==> src/rtl/vga_timing_pkg.sv <==
// Shared mode presets and axis timing bundle for the raster generator.
// Optional frame counter lives in vga_timing_gen (VGA_TIMING_FRAME_CNT_EN).
package vga_timing_pkg;

  typedef struct packed {
    logic [15:0] syn;
    logic [15:0] bkporch;
    logic [15:0] data;
    logic [15:0] ftporch;
  } axis_cfg_t;

  localparam axis_cfg_t H_640X480 =
    '{16'd96, 16'd48, 16'd640, 16'd16};
  localparam axis_cfg_t V_640X480 =
    '{16'd2, 16'd33, 16'd480, 16'd10};

  localparam axis_cfg_t H_800X600 =
    '{16'd128, 16'd88, 16'd800, 16'd40};
  localparam axis_cfg_t V_800X600 =
    '{16'd4, 16'd23, 16'd600, 16'd1};

  // reduced-blanking 1440x900@60
  localparam axis_cfg_t H_1440X900 =
    '{16'd32, 16'd80, 16'd1440, 16'd48};
  localparam axis_cfg_t V_1440X900 =
    '{16'd6, 16'd17, 16'd900, 16'd3};

  function automatic int unsigned axis_total(
    input axis_cfg_t c
  );
    return 32'(c.syn) + 32'(c.bkporch) +
           32'(c.data) + 32'(c.ftporch);
  endfunction

endpackage

==> src/rtl/vga_timing_axis.sv <==
// One raster axis: wrapping position counter plus
// sync / active / lead-shifted active decode.
module vga_timing_axis
  import vga_timing_pkg::*;
#(
  parameter axis_cfg_t CFG   = H_1440X900,
  parameter int        LEAD  = 0,
  parameter int        CNT_W = 12
) (
  input  logic             CLK,
  input  logic             RSTn,
  input  logic             Clr,
  input  logic             Adv,
  output logic [CNT_W-1:0] Cnt,
  output logic             Sync,
  output logic             Act,
  output logic             Lead_Act,
  output logic [CNT_W-1:0] Lead_Pos
);

  localparam int TOTAL = int'(axis_total(CFG));
  localparam int START = int'(CFG.syn) + int'(CFG.bkporch);
  localparam int STOP  = START + int'(CFG.data);

  localparam logic [CNT_W-1:0] LAST_C  = CNT_W'(TOTAL - 1);
  localparam logic [CNT_W-1:0] SYN_C   = CNT_W'(CFG.syn);
  localparam logic [CNT_W-1:0] START_C = CNT_W'(START);
  localparam logic [CNT_W-1:0] STOP_C  = CNT_W'(STOP);
  localparam logic [CNT_W-1:0] LEAD_C  = CNT_W'(LEAD);

  logic [CNT_W-1:0] lead_cnt;

  always_ff @(posedge CLK) begin
    if (!RSTn || Clr) begin
      Cnt <= '0;
    end else if (Adv) begin
      Cnt <= (Cnt == LAST_C) ? '0 : Cnt + CNT_W'(1);
    end
  end

  assign lead_cnt = Cnt + LEAD_C;
  assign Sync     = Cnt < SYN_C;
  assign Act      = (Cnt >= START_C) && (Cnt < STOP_C);
  assign Lead_Act = (lead_cnt >= START_C) &&
                    (lead_cnt < STOP_C);
  assign Lead_Pos = lead_cnt - START_C;

endmodule

==> src/rtl/vga_timing_gen.sv <==
// Parametrised raster timing generator with registered outputs.
// VGA_TIMING_FRAME_CNT_EN adds a wrapping frame counter output.
module vga_timing_gen
  import vga_timing_pkg::*;
#(
  parameter int H_SYN      = 32,
  parameter int H_BKPORCH  = 80,
  parameter int H_DATA     = 1440,
  parameter int H_FTPORCH  = 48,
  parameter int V_SYN      = 6,
  parameter int V_BKPORCH  = 17,
  parameter int V_DATA     = 900,
  parameter int V_FTPORCH  = 3,
  parameter bit H_POL      = 1'b0,
  parameter bit V_POL      = 1'b0,
  parameter int FETCH_LEAD = 1,
  parameter int CNT_W      = 12,
  parameter int ADDR_W     = 11
`ifdef VGA_TIMING_FRAME_CNT_EN
  ,
  parameter int FRAME_CNT_W = 8
`endif
) (
  input  logic              CLK,
  input  logic              RSTn,
  input  logic              En,
  output logic              HSYNC_Sig,
  output logic              VSYNC_Sig,
  output logic              DE_Sig,
  output logic              Fetch_Sig,
  output logic [ADDR_W-1:0] Column_Addr_Sig,
  output logic [ADDR_W-1:0] Row_Addr_Sig,
  output logic              Line_Start_Sig,
  output logic              Frame_Start_Sig
`ifdef VGA_TIMING_FRAME_CNT_EN
  ,
  output logic [FRAME_CNT_W-1:0] Frame_Cnt_Sig
`endif
);

  localparam axis_cfg_t H_CFG = '{
    16'(H_SYN), 16'(H_BKPORCH), 16'(H_DATA), 16'(H_FTPORCH)
  };
  localparam axis_cfg_t V_CFG = '{
    16'(V_SYN), 16'(V_BKPORCH), 16'(V_DATA), 16'(V_FTPORCH)
  };

  localparam logic [CNT_W-1:0] H_LAST =
    CNT_W'(axis_total(H_CFG) - 1);
  localparam logic [CNT_W-1:0] V_LAST =
    CNT_W'(axis_total(V_CFG) - 1);

  logic [CNT_W-1:0] h_cnt, v_cnt;
  logic [CNT_W-1:0] h_pos, v_pos;
  logic             h_sync, v_sync;
  logic             h_act, v_act;
  logic             h_lead, v_lead;
  logic             h_wrap, fetch;

  assign h_wrap = En && (h_cnt == H_LAST);

  vga_timing_axis #(
    .CFG   (H_CFG),
    .LEAD  (FETCH_LEAD),
    .CNT_W (CNT_W)
  ) u_h (
    .CLK      (CLK),
    .RSTn     (RSTn),
    .Clr      (!En),
    .Adv      (En),
    .Cnt      (h_cnt),
    .Sync     (h_sync),
    .Act      (h_act),
    .Lead_Act (h_lead),
    .Lead_Pos (h_pos)
  );

  vga_timing_axis #(
    .CFG   (V_CFG),
    .LEAD  (0),
    .CNT_W (CNT_W)
  ) u_v (
    .CLK      (CLK),
    .RSTn     (RSTn),
    .Clr      (!En),
    .Adv      (h_wrap),
    .Cnt      (v_cnt),
    .Sync     (v_sync),
    .Act      (v_act),
    .Lead_Act (v_lead),
    .Lead_Pos (v_pos)
  );

  assign fetch = h_lead && v_lead;

  always_ff @(posedge CLK) begin
    if (!RSTn || !En) begin
      HSYNC_Sig       <= ~H_POL;
      VSYNC_Sig       <= ~V_POL;
      DE_Sig          <= 1'b0;
      Fetch_Sig       <= 1'b0;
      Column_Addr_Sig <= '0;
      Row_Addr_Sig    <= '0;
      Line_Start_Sig  <= 1'b0;
      Frame_Start_Sig <= 1'b0;
    end else begin
      HSYNC_Sig       <= h_sync ? H_POL : ~H_POL;
      VSYNC_Sig       <= v_sync ? V_POL : ~V_POL;
      DE_Sig          <= h_act && v_act;
      Fetch_Sig       <= fetch;
      Column_Addr_Sig <= fetch ? ADDR_W'(h_pos) : '0;
      Row_Addr_Sig    <= fetch ? ADDR_W'(v_pos) : '0;
      Line_Start_Sig  <= h_cnt == '0;
      Frame_Start_Sig <= (h_cnt == '0) && (v_cnt == '0);
    end
  end

`ifdef VGA_TIMING_FRAME_CNT_EN
  logic [FRAME_CNT_W-1:0] frame_cnt;

  // delayed one clock to line up with Frame_Start_Sig
  always_ff @(posedge CLK) begin
    if (!RSTn || !En) begin
      frame_cnt     <= '0;
      Frame_Cnt_Sig <= '0;
    end else begin
      if (h_wrap && (v_cnt == V_LAST)) begin
        frame_cnt <= frame_cnt + FRAME_CNT_W'(1);
      end
      Frame_Cnt_Sig <= frame_cnt;
    end
  end
`endif

endmodule

==> config.mk <==
export PLATFORM = sky130hd
export DESIGN_NAME = vga_timing_gen
export DESIGN_NICKNAME = d
export VERILOG_FILES = /design/src/rtl/vga_timing_pkg.sv /design/src/rtl/vga_timing_axis.sv /design/src/rtl/vga_timing_gen.sv
export SDC_FILE = /design/constraint.sdc
export NUM_CORES = 1
export LEC_CHECK = 0
export CORE_MARGIN = 2
export CORE_UTILIZATION = 55
export CTS_BUF_LIST = sky130_fd_sc_hd__clkbuf_4 sky130_fd_sc_hd__clkbuf_8
export CTS_CLUSTER_SIZE = 14
export DETAILED_ROUTE_END_ITERATION = 8
export DONT_BUFFER_PORTS = 1
export PLACE_DENSITY = 0.7
export SLEW_MARGIN = 20
export SYNTH_ARGS = -nofsm -noshare
export SYNTH_HDL_FRONTEND = slang
export SYNTH_SLANG_ARGS = --single-unit
==> constraint.sdc <==
create_clock -name CLK -period 6.9 [get_ports CLK]
set_input_delay 1.035 -clock CLK [delete_from_list [all_inputs] [get_ports CLK]]
set_output_delay 1.035 -clock CLK [all_outputs]
set_load 0.01 [all_outputs]
==> results list, run 1 <==
* Bufs on Longest Clock Path: 2
- Setup repair after global routing left no endpoint under its margin.
* Number of vias after detailed routing: 1850
- The startpoint identified for the worst register-to-register timing path is u_h.Cnt[0].
- Dividing the detail-routed via count by the number of cells gives 5.854.
* Insertion delay of the later-clocked pin in the worst-skew pair: 0.30 ns
- Count of standard-cell rows: 24
- Worst EP arrival: 2.97 ns
- Leak pwr: 0.8268 nW
- Crit path launch type: flip-flop
- Worst Max-Slew Pin Slew: 0.7395 ns
- Number of antenna violations at the first check in global routing: 0
- OpenSTA, run right after detailed placement, puts the worst setup slack at 4.163 ns.
- The design draws 492.0 µW.
- Cells fill 58.30% of the core in the end.
- The first global-routing pass estimated 8121 µm of wire.
- Number of synthesized register bits: 52
* Final design area excluding fillers: 2521 µm²
- Layout overhead on the synthesized area: 2.492%
- Detailed-route DRC error count: 0
- The count of nets left with antenna violations once routing finished came out at 0.
- Post-synth top cells: 52 x sky130_fd_sc_hd__dfxtp_1, 27 x sky130_fd_sc_hd__nor3_1, 26 x sky130_fd_sc_hd__nor2_1
- The total overflow left after global routing is 0.
* Fin. max-slew vios: 0
- Total number of H-tree levels: 2
* Worst Hold Path EP: u_h.Cnt[0]
* Gp weighted congestion: 0.9147
* Proportion of register bits with asynchronous set or reset after synthesis: 0%
- Maxcap violations: 0
* CTS Sinks: 52
- Post-detailed-route wirelength per cell: 15.14 µm
- Final net count: 273
* Full die area: 5023 µm²
* Placed instance count: 308
- The floorplan step set the die height to 70.88 µm.
- Setup slack closes at 4.131 ns.
* Total inserted antenna cells: 0
* Via count of the first global-routing pass: 1612
- The run finished with clean final reports.
- STA classifies the critical path endpoint as a flip-flop.
- DP HPWL: 3473 µm
- Synth Net Count: 284
- Class of the tightest hold or removal check: flip-flop to flip-flop
- Entering global routing, the biggest net connects 23 pins.
- Highest clock rate: 361.2 MHz
- Final setup TNS: 0 ns
- IR Drop Worst-Case VDD: 0.1228 mV
* Synth top area share: 42.32%
- Worst-case hold slack: 0.5189 ns
- IO Pins: 31
- Post-synth top flop: sky130_fd_sc_hd__dfxtp_1
- Gate count after technology mapping: 274
- Of all cell types, the one taking the most synthesized area is sky130_fd_sc_hd__dfxtp_1.
- TritonCTS clock tree: yes
* Mean area per synthesized cell: 8.978 µm²
* Final instance count without filler cells: 316
- The hold violation total from the final report was 0.
* CP max FO: 21
* Power per cell area: 195.2 nW/µm²
* Standard cell area after detailed placement: 2424 µm²
- Slew HR: 50.70%
- The routed design could run at a clock period as short as 2.769 ns.
- Layout cells sized above 1: 8.712%
* Post-CTS setup buffers: 0
- Starting Density: 56.89%
- Clock skew after layout: 0.006181 ns
- Post-detailed-routing wire length: 4784 µm
- Die W: 70.88 µm
* Buffer type at the clock tree root: sky130_fd_sc_hd__clkbuf_8
- After synthesis the cells add up to 2460 µm².
- In this run, post-CTS repair resized a total of 0 instances.
- The final critical path takes up 40.13% of the cycle.
- Depth of the worst register-to-register path: 7
- Fill cells in the final layout number 400.
* Iter 0 DRT Violations: 137
- Sequential cell area fraction in the yosys report: 42.32%
* Final Setup Violations: 0
- STA puts the critical path data required time at 7.10 ns.
- Number of enable flip-flop cells after synthesis: 0
- In the post-synthesis netlist, the cell with the most instances is sky130_fd_sc_hd__dfxtp_1.
- Cts bufs inserted: 5
- Number of buffers added on ports: 0
- Counting instances, the worst hold path has a depth of 1.
* Worst reg2reg endpoint: Column_Addr_Sig[8]
- Yosys attributes the largest share of cell area to sky130_fd_sc_hd__dfxtp_1 42%, sky130_fd_sc_hd__xnor2_1 6.8%, sky130_fd_sc_hd__nor3_1 5.5%.
- Total Routing Usage GR: 20.24%
* Core ar.: 4324 µm²
- Number of iterations in the first detailed-routing pass: 4
- Clock-pin slew was measured on the worst setup and hold paths at 0.09 ns.
* Type of the setup path with the least slack: flip-flop to flip-flop
- Launch point of the worst hold path: u_h.Cnt[0]
- Setup slack of the most critical reg-to-reg path: 4.13 ns
- Hold Buf Count CTS: 0
* Post-synthesis cell type count: 49
- Number of warning messages in the yosys log: 0
==> cells in the final DEF, fill, tap and decap left out, types with 8 or more instances in the layout <==
cell type,n
sky130_fd_sc_hd__a21oi_1,10
sky130_fd_sc_hd__dfxtp_1,52
sky130_fd_sc_hd__inv_1,12
sky130_fd_sc_hd__nand2_1,13
sky130_fd_sc_hd__nand3_1,8
sky130_fd_sc_hd__nor2_1,26
sky130_fd_sc_hd__nor3_1,27
sky130_fd_sc_hd__nor4_1,8
sky130_fd_sc_hd__xnor2_1,19
sky130_fd_sc_hd__xor2_1,8
==> worst max-delay path: stages, from the launching register on <==
cell	delay, ns
sky130_fd_sc_hd__dfxtp_1	0.44
sky130_fd_sc_hd__ha_1	0.28
sky130_fd_sc_hd__and3_1	0.40
sky130_fd_sc_hd__xnor2_1	0.24
sky130_fd_sc_hd__ha_1	0.30
sky130_fd_sc_hd__o21ai_0	0.13
sky130_fd_sc_hd__and4_1	0.47
sky130_fd_sc_hd__nor4b_1	0.39
==> metal layers <==
| metal | up-vias | routed length, µm | global-route usage [%] |
|---|---|---|---|
| met5 | - | 0 | 0 |
| li1 | 935 | - | - |
| met2 | 60 | 1899 | 26.38 |
| met1 | 850 | 2457 | 31.27 |
| met3 | 5 | 374 | 6.268 |
| met4 | 0 | 53 | 6.918 |
==> final cells by class <==
cell class	count	area, µm²	area share (%)
tap	52	65.06	2.581
timing repair buffer	1	7.507	0.2978
clock inverter	1	7.507	0.2978
clock buffer	7	90.09	3.573
inverter	12	45.04	1.787
multi-input combinational	191	1265	50.17
sequential	52	1041	41.29
==> power breakdown <==
group	switching, mW	internal [mW]
registers	0.00217	0.302
logic	0.00459	0.00187
clock network	0.0958	0.0856
==> registers in the layout (all words and copies together) (netlist names) <==
register,flops
u_v.Cnt,12
DE_Sig,1
VSYNC_Sig,1
Column_Addr_Sig,11
HSYNC_Sig,1
Frame_Start_Sig,1
u_h.Cnt,12
Line_Start_Sig,1
Fetch_Sig,1
Row_Addr_Sig,11
==> how the worst max path moves through the flow <==
stage,to,slack [ns],depth (start not counted),from
6_report,Column_Addr_Sig[8],4.13,7,u_h.Cnt[0]
5_1_grt,Column_Addr_Sig[8],3.88,10,u_h.Cnt[2]
4_1_cts,Column_Addr_Sig[8],4.13,7,u_h.Cnt[0]
3_5_place_dp,Column_Addr_Sig[8],4.16,7,u_h.Cnt[0]
3_3_place_gp,Column_Addr_Sig[8],4.30,10,u_h.Cnt[3]
2_1_floorplan,Column_Addr_Sig[10],4.56,12,u_h.Cnt[3]
==> logic make-up after synthesis <==
logic type	after synthesis	synth area share (%)
adders and majority gates	7	3.560
AOI/OAI and AO/OA	31	9.665
and+or+nand+nor	125	28.43
DFF	52	42.32
other	1	0.1524
xor gates and xnor gates	27	9.614
buffers and inverters	31	6.256
Power figures use the tool's default switching activity.
==> run 2: changes to the inputs <==
PLACE_DENSITY = 0.73   (was 0.7)
clock period = 2.23 ns   (was 6.9 ns; I/O delays follow)
==> run 2 against run 1 <==
Net effect: sequential power increased to 3.1 times the previous value; critical endpoint is now Row_Addr_Sig[1]; sequential share of layout area decreased by 6.2 points; largest power group unchanged; die area unchanged; first-iteration DRC count increased by 85%.
==> results list, run 2 (synthesis results as in run 1) <==
- The overall via count from detail_route was 2071 (+12%).
* Die Y: 70.88 µm (unchanged)
- Total gr overflow: 0 (unchanged)
* Fin. max-slew vios: 0 (unchanged)
- The wire length of the first global-routing pass is 8466 µm (+4.2%).
- Worst Max-Slew Pin Slew: 0.5205 ns (-0.2191 ns)
- The aggregate negative setup slack came to 0 ns (unchanged).
* Pin count of the biggest net entering global routing: 22 (-4.3%)
- The detailed-route DRC error count was 0 (unchanged).
- Total number of H-tree levels: 2 (unchanged)
- Layout cells sized above 1: 26.58% (+18 points)
- The placement-stage worst setup slack came to -0.02406 ns (-4.187 ns).
- Worst Slack Setup Final: 0.009270 ns (-4.122 ns)
- Post-route met1 wirelength: 2609 µm (+6.2%)
* Buffer type at the clock tree root: sky130_fd_sc_hd__clkbuf_8
* Maxcap violations: 0 (unchanged)
- The via count of the first global-routing pass came to 1801 (+12%).
- The shortest period the worst path allows is 2.221 ns (-0.5482 ns).
* Post-detailed-route wirelength per cell: 16.76 µm (+11%)
- The final estimated routing congestion in global placement came to 0.9256 (+1.2%).
- Slew HR: 65.03% (+14 points)
* Post-route clock period utilization: 99.58% (+59 points)
- Required @ worst endpoint: 2.42 ns (-4.68 ns)
* RSZ-0062 raised after global routing: true
* Class of the tightest hold or removal check: input port to flip-flop
- The number of clock sinks seen by CTS is 52 (unchanged).
- The clock skew was 0.01010 ns (+0.003915 ns).
- Top Layer Used: met4
- The length of the first detailed-routing pass in iterations came to 5 (+1).
- The clock-pin slew on the worst setup and hold paths is 0.09 ns (about the same).
* Commonest cells after routing, fill and taps aside: 47 x sky130_fd_sc_hd__dfxtp_1, 32 x sky130_fd_sc_hd__buf_4, 26 x sky130_fd_sc_hd__nor2_1
* Bufs on Longest Clock Path: 2 (unchanged)
- The flow ran to the end, and the final reports show no timing, DRC or antenna violations.
* IO Pins: 31 (unchanged)
* Number of antenna violations at the first check in global routing: 0 (unchanged)
- The area of the core was 4324 µm² (unchanged).
- The initial core utilization was 56.89% (unchanged).
- The total of buffers placed on input and output ports came to 0 (unchanged).
* CP endpoint kind: flip-flop
- The horizontal die dimension is 70.88 µm (unchanged).
- Crit path launch type: flip-flop
* Final net count: 310 (+14%)
* TritonCTS clock tree: yes
* Fraction of the core area covered by cells at the end of the flow: 69.27% (+11 points)
* CP max FO: 5 (-76%)
* Worst-case hold slack: 0.3527 ns (-0.1662 ns)
* Iter 0 DRT Violations: 253 (+85%)
* Largest registers: u_h.Cnt: 12 flops, u_v.Cnt: 12 flops
- From synthesis to final layout, the design area changed by 21.77%.
- The total length of routed wires is 5916 µm (+24%).
- The clock network latency to the later pin of the worst-skew pair is 0.30 ns (about the same).
- Hold violation total from the final report: 0 (unchanged)
* Sum of met2 wire segment lengths after detailed routing: 2717 µm (+43%)
* Min-Delay Path Depth: 3 (+2)
* Type of the setup path with the least slack: flip-flop to flip-flop
- The leakage dissipation was 1.055 nW (+28%).
* WL met3: 445 µm (+19%)
* Depth of the worst register-to-register path: 12 (+5)
* Sum of internal, switching and leakage power: 1.520 mW (+210%)
- Most frequent standard cell in the layout excluding fill and tap cells: sky130_fd_sc_hd__dfxtp_1
* DP HPWL: 3701 µm (+6.6%)
* Final Setup Violations: 0 (unchanged)
* Cts bufs inserted: 5 (unchanged)
- The antenna diode count was 0 (unchanged).
* Worst EP arrival: 2.41 ns (-0.56 ns)
- IR Drop Worst-Case VDD: 0.2852 mV (+130%)
* Highest clock rate: 450.3 MHz (+25%)
* Count of standard-cell rows: 24 (unchanged)
- The combined global-route utilization of all metal layers was 21.08% (+0.84 points).
- The per-cell via count in the routed design is 5.867 (+0.21%).
- The number of buffers inserted for hold repair after clock tree synthesis came to 0 (unchanged).
* Power per cell area: 507.5 nW/µm² (+160%)
- Full die area: 5023 µm² (unchanged)
* Post-route ant nets: 0 (unchanged)
==> run 2: cell count changes in the layout (fill, tap and decap cells not counted), sizes merged <==
cell and delta:
buf +35, clkbuf +2
==> run 2: worst max-delay path, stage by stage (launching register included) <==
cell                        delay [ns]
sky130_fd_sc_hd__dfxtp_4          0.38
sky130_fd_sc_hd__buf_6            0.13
sky130_fd_sc_hd__nand4_1          0.15
sky130_fd_sc_hd__nor3_2           0.07
sky130_fd_sc_hd__or2_4            0.26
sky130_fd_sc_hd__inv_4            0.07
sky130_fd_sc_hd__ha_4             0.12
sky130_fd_sc_hd__inv_2            0.04
sky130_fd_sc_hd__a2111oi_4        0.23
sky130_fd_sc_hd__o311ai_4         0.14
sky130_fd_sc_hd__buf_6            0.17
sky130_fd_sc_hd__buf_12           0.13
sky130_fd_sc_hd__nor3b_1          0.24
==> run 2: through the flow <==
step	area, µm²	std cells
after floorplan	2485	274
after global placement	2694	339
after detailed placement	2694	339
after CTS	2794	347
after global routing	2995	353
final	2995	353
==> run 2: path summary, 6_finish.rpt <==
| kind | start | endpoint | slack, ns |
|---|---|---|---|
| worst max-delay path | u_h.Cnt[0] | Row_Addr_Sig[1] | 0.009 |
| worst min-delay path | En | u_h.Cnt[0] | 0.35 |
| worst max register to register | u_h.Cnt[0] | Row_Addr_Sig[1] | 0.009 |
| worst min register to register | u_v.Cnt[11] | u_v.Cnt[11] | 0.53 |
==> run 2: cell type report <==
| cell class | instances | area (µm²) |
|---|---|---|
| Fill cell | 325 | 1329 |
| Timing Repair Buffer | 38 | 352.8 |
| Inverter | 12 | 47.55 |
| Clock inverter | 1 | 7.507 |
| Sequential cell | 52 | 1052 |
| Multi-Input combinational cell | 191 | 1380 |
| Tap cell | 52 | 65.06 |
| Clock buffer | 7 | 90.09 |
==> run 2: repair_timing <==
action / 4_1_cts / 5_1_grt
pin swaps: 0 / 2
resized for setup: 2 / 27
endpoints found under the hold margin: 0 / 0
buffers inserted: 0 / 4
setup endpoints to repair: 20 / 31
gates cloned: 0 / 2
==> run 2: where the power goes <==
part	total (mW)	switching (mW)	internal (mW)	leakage [nW]
clock network	0.550	0.286	0.265	0.0479
logic	0.0298	0.0184	0.0113	0.584
registers	0.940	0.00712	0.933	0.423
==> run 2: metal layers <==
metal  vias to the layer above  GRT usage (%)
met2                        98          30.01
met4                         0          6.499
met3                        18          4.131
met5                         -              0
met1                       949          32.03
li1                       1006              -
